==> config.mk <==
export PLATFORM = sky130hd
export DESIGN_NAME = lc3_decode_ctrl
export DESIGN_NICKNAME = d
export VERILOG_FILES = /design/src/rtl/lc3_decode_ctrl.sv
export SDC_FILE = /design/constraint.sdc
export NUM_CORES = 1
export LEC_CHECK = 0
export BUFFER_PORTS_ARGS = -buffer_cell sky130_fd_sc_hd__buf_2
export CORE_ASPECT_RATIO = 2
export CORE_UTILIZATION = 30
export CTS_BUF_LIST = sky130_fd_sc_hd__clkbuf_8 sky130_fd_sc_hd__clkbuf_16
export CTS_CLUSTER_SIZE = 24
export DETAILED_ROUTE_END_ITERATION = 8
export PLACE_DENSITY = 0.59
export SLEW_MARGIN = 20
export SYNTH_ARGS = -nofsm -noshare
export SYNTH_HDL_FRONTEND = slang
export SYNTH_SLANG_ARGS = --single-unit
==> constraint.sdc <==
create_clock -name clk -period 4.1 [get_ports clk]
set_clock_uncertainty 0.2 [all_clocks]
set_input_delay 0.41 -clock clk [delete_from_list [all_inputs] [get_ports clk]]
set_output_delay 0.41 -clock clk [all_outputs]
set_load 0.02 [all_outputs]
==> src/rtl/lc3_decode_ctrl.sv <==
// LC3 decode/control sequencer: waits out the memory read, latches IR, decodes
// fields, hands off to execute and pulses fetch. Optional macro: DECODE_TRAP_HALT_EN.
module lc3_decode_ctrl #(
    parameter int MEM_LATENCY = 2
) (
    input  logic        clk,
    input  logic        rst_n,
    input  logic        run,
    input  logic [15:0] mem_dout,
    input  logic        exec_done,
    output logic        fetch_start,
    output logic [3:0]  opCode_out,
    output logic [8:0]  offset_out,
    output logic [2:0]  br_nzp,
    output logic [2:0]  dr,
    output logic [2:0]  sr1,
    output logic [2:0]  sr2,
    output logic [4:0]  imm5,
    output logic        imm_sel,
    output logic [15:0] ir,
    output logic        decode_valid,
    output logic        illegal_op,
    output logic [2:0]  fsm_state
`ifdef DECODE_TRAP_HALT_EN
    ,
    output logic        halted
`endif
);

    // Handshake: fetch_start, decode_valid and illegal_op are single-cycle
    // pulses; exec_done is only honoured while waiting in ST_EXEC_WAIT.
    typedef enum logic [2:0] {
        ST_IDLE      = 3'd0,
        ST_MEM_WAIT  = 3'd1,
        ST_LATCH     = 3'd2,
        ST_ISSUE     = 3'd3,
        ST_EXEC_WAIT = 3'd4,
        ST_FETCH     = 3'd5
`ifdef DECODE_TRAP_HALT_EN
        ,
        ST_HALT      = 3'd6
`endif
    } state_t;

    localparam logic [2:0] CNT_LOAD = 3'(MEM_LATENCY - 1);

    state_t     state, state_next;
    logic [2:0] cnt, cnt_next;
    logic       ir_load;

    always_ff @(posedge clk or negedge rst_n) begin
        if (!rst_n) begin
            state <= ST_IDLE;
            cnt   <= 3'd0;
            ir    <= 16'h0000;
        end else begin
            state <= state_next;
            cnt   <= cnt_next;
            if (ir_load) begin
                ir <= mem_dout;
            end
        end
    end

    always_comb begin
        state_next   = state;
        cnt_next     = cnt;
        ir_load      = 1'b0;
        fetch_start  = 1'b0;
        decode_valid = 1'b0;
        illegal_op   = 1'b0;
        case (state)
            ST_IDLE: begin
                if (run) begin
                    cnt_next   = CNT_LOAD;
                    state_next = ST_MEM_WAIT;
                end
            end
            ST_MEM_WAIT: begin
                if (cnt == 3'd0) begin
                    state_next = ST_LATCH;
                end else begin
                    cnt_next = cnt - 3'd1;
                end
            end
            ST_LATCH: begin
                ir_load    = 1'b1;
                state_next = ST_ISSUE;
            end
            ST_ISSUE: begin
                decode_valid = 1'b1;
                if (ir[15:12] == 4'b1101) begin
                    illegal_op = 1'b1;
                    state_next = ST_FETCH;
`ifdef DECODE_TRAP_HALT_EN
                end else if (ir == 16'hF025) begin
                    state_next = ST_HALT;
`endif
                end else begin
                    state_next = ST_EXEC_WAIT;
                end
            end
            ST_EXEC_WAIT: begin
                if (exec_done) begin
                    state_next = ST_FETCH;
                end
            end
            ST_FETCH: begin
                fetch_start = 1'b1;
                cnt_next    = CNT_LOAD;
                state_next  = ST_MEM_WAIT;
            end
`ifdef DECODE_TRAP_HALT_EN
            ST_HALT: begin
                state_next = ST_HALT;
            end
`endif
            default: begin
                state_next = ST_IDLE;
            end
        endcase
    end

    // Decoded fields depend on ir alone, so they hold steady through FETCH.
    assign opCode_out = ir[15:12];
    assign offset_out = ir[8:0];
    assign br_nzp     = (ir[15:12] == 4'b0000) ? ir[11:9] : 3'b000;
    assign dr         = ir[11:9];
    assign sr1        = ir[8:6];
    assign sr2        = ir[2:0];
    assign imm5       = ir[4:0];
    assign imm_sel    = ir[5];
    assign fsm_state  = state;
`ifdef DECODE_TRAP_HALT_EN
    assign halted     = (state == ST_HALT);
`endif

endmodule

### Yosys cells after proc, flatten, opt, wreduce, memory -nomap -nowiden

Cells that the tools add are included.

* $add $sub $neg: 1
* equality and inequality tests: 10
* mux-type cells: 13
* reductions and logical operators: 6

Operators with widths (count)
* $pmux W3 S6: 1
* $mux W3: 5
* $pmux W3 S3: 1
* $ne A2 B2 Y1 const B: 4
* $eq A3 B2 Y1 const B: 2
* $eq A3 B3 Y1 const B: 2
* $logic_not A3 Y1: 2
* $mux W1: 6
* $reduce_and A3 Y1: 2
* $eq A4 B4 Y1 const B: 1
* $logic_not A4 Y1: 1
* $eq A3 B1 Y1 const B: 1
* $reduce_bool A3 Y1: 1
* $sub A3 B1 Y3 const B: 1

* register bits after elaboration: 22
* bits of input ports: 20
* output and inout bits: 53
* word-level logic and storage cells: 33

### Logic depth before layout (Yosys ltp)

* word-level depth: 3
* depth in mapped cells: 5
* gate-level depth less buffers: 5

### Worst setup path before layout

No wires, ideal clock.

* kind: register to output
* start point: register state[2], in the netlist fsm_state[2]
* end point: output illegal_op
* data arrival time: 1.169 ns
* data required time: 3.490 ns
* path slack: 2.321 ns
* cell stages (with the launch flop): 4
* cell sequence: dfrtp_1 buf_4 nand3b_1 nor2_1

* longest elaborated chain between the ends: 2

Ends and longest elaborated chain
* from (decl): RTL line 47 `state_t state, state_next;`
* from (signal assigned): RTL line 57 `state <= state_next;`
* $eq A3 B2 Y1: RTL line 72 `case (state)`
* $mux W1: RTL line 72
* to (decl): RTL line 22 `output logic illegal_op,`

No other way between the ends.

### Final worst setup path

* start point: register ir[13]
* end point: output br_nzp[0]

* longest elaborated chain between the ends: 2

Ends and longest elaborated chain
* from (decl): RTL line 20 `output logic [15:0] ir,`
* from (signal assigned): RTL line 60 `ir <= mem_dout;`
* $logic_not A4 Y1: RTL line 127 `assign br_nzp = (ir[15:12] == 4'b0000) ? ir[11:9] : 3'b000;`
* $mux W3: RTL line 127
* to (decl): RTL line 14 `output logic [2:0] br_nzp,`

No other way between the ends.

==> run_results.csv <==
group,metric,value,unit
place,dp_cells,201,
synthesis,ys.flop_type,"dfrtp_1",
synthesis,ys_warn_count,0,
synthesis,synth-seq-cells,22,
synthesis,synth_common_cells,"buf_4 (30), dfrtp_1 (22), mux2_2 (17)",
drt,antenna_left,0,
grt,grt_max_degree,23,
place,gp_congestion,0.6535,
drt,firstDrtPassIters,6,
place,place_area,1446,um^2
worst_setup_path,worst_ep_required_time,3.49,ns
clocking,clock-root-buffer,"clkbuf_8",
timing,slew_headroom,0.4791,
clocking,clock_path_buffers,2,
final_layout,fin_cells,206,
worst_setup_path,r2r-start,"fsm_state[1]",
clocking,path_clk_slew,0.08,ns
worst_setup_path,r2r_slack,2.08,ns
grt,grt_pass1_wl,3.684,mm
synthesis,ys_async_sr_fraction,1.000,
drt,vias,933,
final_layout,final_cell_area,1511,um^2
clocking,insertion_delay,0.25,ns
worst_setup_path,reg2regPathDepth,2,
worst_setup_path,endpoint_kind,"output pin",
synthesis,synth_cell_type_count,26,
status,status,"finished clean",
drt,drt-wirelength-per-cell,11.39,um
timing,finalSetupTns,0,ns
pwr,p_per_area,927.7,nW/um^2
pwr,ir_drop,0.3779,mV
worst_setup_path,cp_max_fo,5,
synthesis,syn_inst,109,
final_layout,syn2layout_area_growth,19.72,%
timing,worstMarginPinSlew,0.7805,ns
synthesis,synth_area_leader_cell,"dfrtp_1",
worst_setup_path,worst_setup_path_start_kind,"flip-flop",
hold_path,holdCritStartpoint,"mem_dout[1]",
grt,track_usage,0.1125,
floorplanning,start_util,0.3120,
timing,rsz0062_at_grt,"no",
floorplanning,die_area,4487,um^2
hold_path,hold_depth,2,
final_layout,final_util,0.3735,
synthesis,synth.avg_cell_area,11.58,um^2
worst_setup_path,worst-setup-path-type,"reg2out",
synthesis,yosysMostFrequentCell,"buf_4",
clocking,post-cts-setup-buffers,0,
timing,max_freq,0.4903,GHz
drt,wirelength,2.347,mm
final_layout,final_nets,177,
worst_setup_path,worstPathArrival,1.43,ns
clocking,cts-buffers-inserted,3,
drt,drc,0,
floorplanning,num_io_pins,73,
grt,grt_pass1_vias,836,
timing,slew_viol_final,0,
worst_setup_path,worstReg2RegEnd,"ir[8]",
final_layout,diodes,0,
timing,final.period_utilization,0.4974,
clocking,htree_levels,1,
grt,grt_overflow,0,
floorplanning,num_rows,33,
timing,min_period,2.039,ns
synthesis,synthesis.area,1262,um^2
floorplanning,die_width,47.87,um
synthesis,synth_nets,131,
synthesis,synthTopCellsByArea,"dfrtp_1 (44%), buf_4 (18%), mux2_2 (15%)",
pwr,power_leakage,0.7944,nW
place,hpwl,1.813,mm
hold_path,hold_class,"in2reg",
floorplanning,die_h,93.74,um
timing,hold_viol_final,0,
synthesis,synth_edf_count,0,
drt,drt-initial-drc-count,7,
hold_path,hold_end,"ir[1]",
synthesis,yosysSeqAreaShare,0.4361,
drt,via_per_inst,4.529,
place,place.port_buffers,72,
synthesis,yosysTopAreaCellShare,0.4361,
job,drv_cap,0,
final_layout,drive_gt1_frac,0.6299,
grt,antenna_found_initial,0,
clocking,clkSinkCount,22,
timing,setup_viol,0,
floorplanning,coreArea,4046,um^2
clocking,cts_tree,"built",
per-stage QoR:
| step | worst slack [ns] | total power (W) | hold slack (ns) |
|---|---|---|---|
| 3_3_place_gp | 2.110 | 0.001251 | 0.2060 |
| 5_1_grt | 1.960 | 0.001523 | 0.1705 |
| 6_report | 2.061 | 0.001402 | 0.1833 |
| 2_1_floorplan | 2.321 | 0.001178 | -0.08559 |
| 3_5_place_dp | 2.048 | 0.001268 | 0.2140 |
| 4_1_cts | 2.037 | 0.001423 | 0.1781 |
where the power goes:
| group | internal, W | total, W | leakage, nW | switching (W) |
|---|---|---|---|---|
| Combinational | 0.000321 | 0.000814 | 0.497 | 0.000493 |
| Sequential | 0.000321 | 0.000438 | 0.269 | 0.000117 |
| Clock | 0.0000853 | 0.000150 | 0.0288 | 0.0000647 |
worst max-delay path, stage by stage (launching register included):
cell     delay, ns
dfrtp_1       0.42
nor4_1        0.42
and2_1        0.18
buf_2         0.16
kinds of logic after synthesis:
| group | synth area share |
|---|---|
| buf+inv | 0.2091 |
| flops | 0.4361 |
| compound gates | 0.05451 |
| simple gates | 0.1288 |
| fa+ha+maj | 0.01982 |
| mux | 0.1516 |
state kept, by name, indices dropped and copies added, names as in the netlist:
signal     count
cnt            3
fsm_state      3
ir            16
area by class of cell:
type	count	area [um^2]
well taps	52	65.06
fillers	442	2535
multi-input cells	49	447.9
repair buffers	73	370.4
clock buffers	4	55.05
flip-flops and latches	22	550.5
inverters	6	22.52
cell usage in the layout (no fill, tap or decap), drive strengths merged, types with 2 or more instances in the layout:
| cell type | Yosys | final |
|---|---|---|
| a21oi | 2 | 2 |
| nor3b | 3 | 3 |
| mux2 | 17 | 17 |
| a211oi | 2 | 2 |
| nor4bb | 3 | 3 |
| dfrtp | 22 | 22 |
| nor2 | 4 | 4 |
| nor4 | 2 | 2 |
| inv | 6 | 6 |
| buf | 32 | 72 |
| and2 | 3 | 3 |
| ha | 2 | 2 |
| o21ai | 3 | 3 |
| clkbuf | 0 | 4 |
| nand2b | 2 | 2 |
how the worst max path moves through the flow:
stage	from	end	depth (start not counted)
after floorplan	fsm_state[2]	illegal_op	3
after global placement	fsm_state[1]	ir[10]	2
after CTS	fsm_state[1]	ir[8]	2
after global routing	ir[13]	br_nzp[2]	3
final	ir[13]	br_nzp[0]	3
after detailed placement	fsm_state[1]	ir[8]	2
routing by layer:
layer	routed length, um	global-route usage	share of wire	up-vias
li1	-	-	-	434
met1	899	0.1177	0.38	445
met2	1252	0.1948	0.53	52
met3	172	0.01923	0.073	2
met4	22	0.06250	0.0094	0
met5	0	0	0	-
timing repair:
action                     CTS  global route
gates resized for setup      0             0
hold buffers                 1             0
hold endpoints to repair    22             0
setup endpoints to repair    0             0
(Power assumes the default switching activity.)
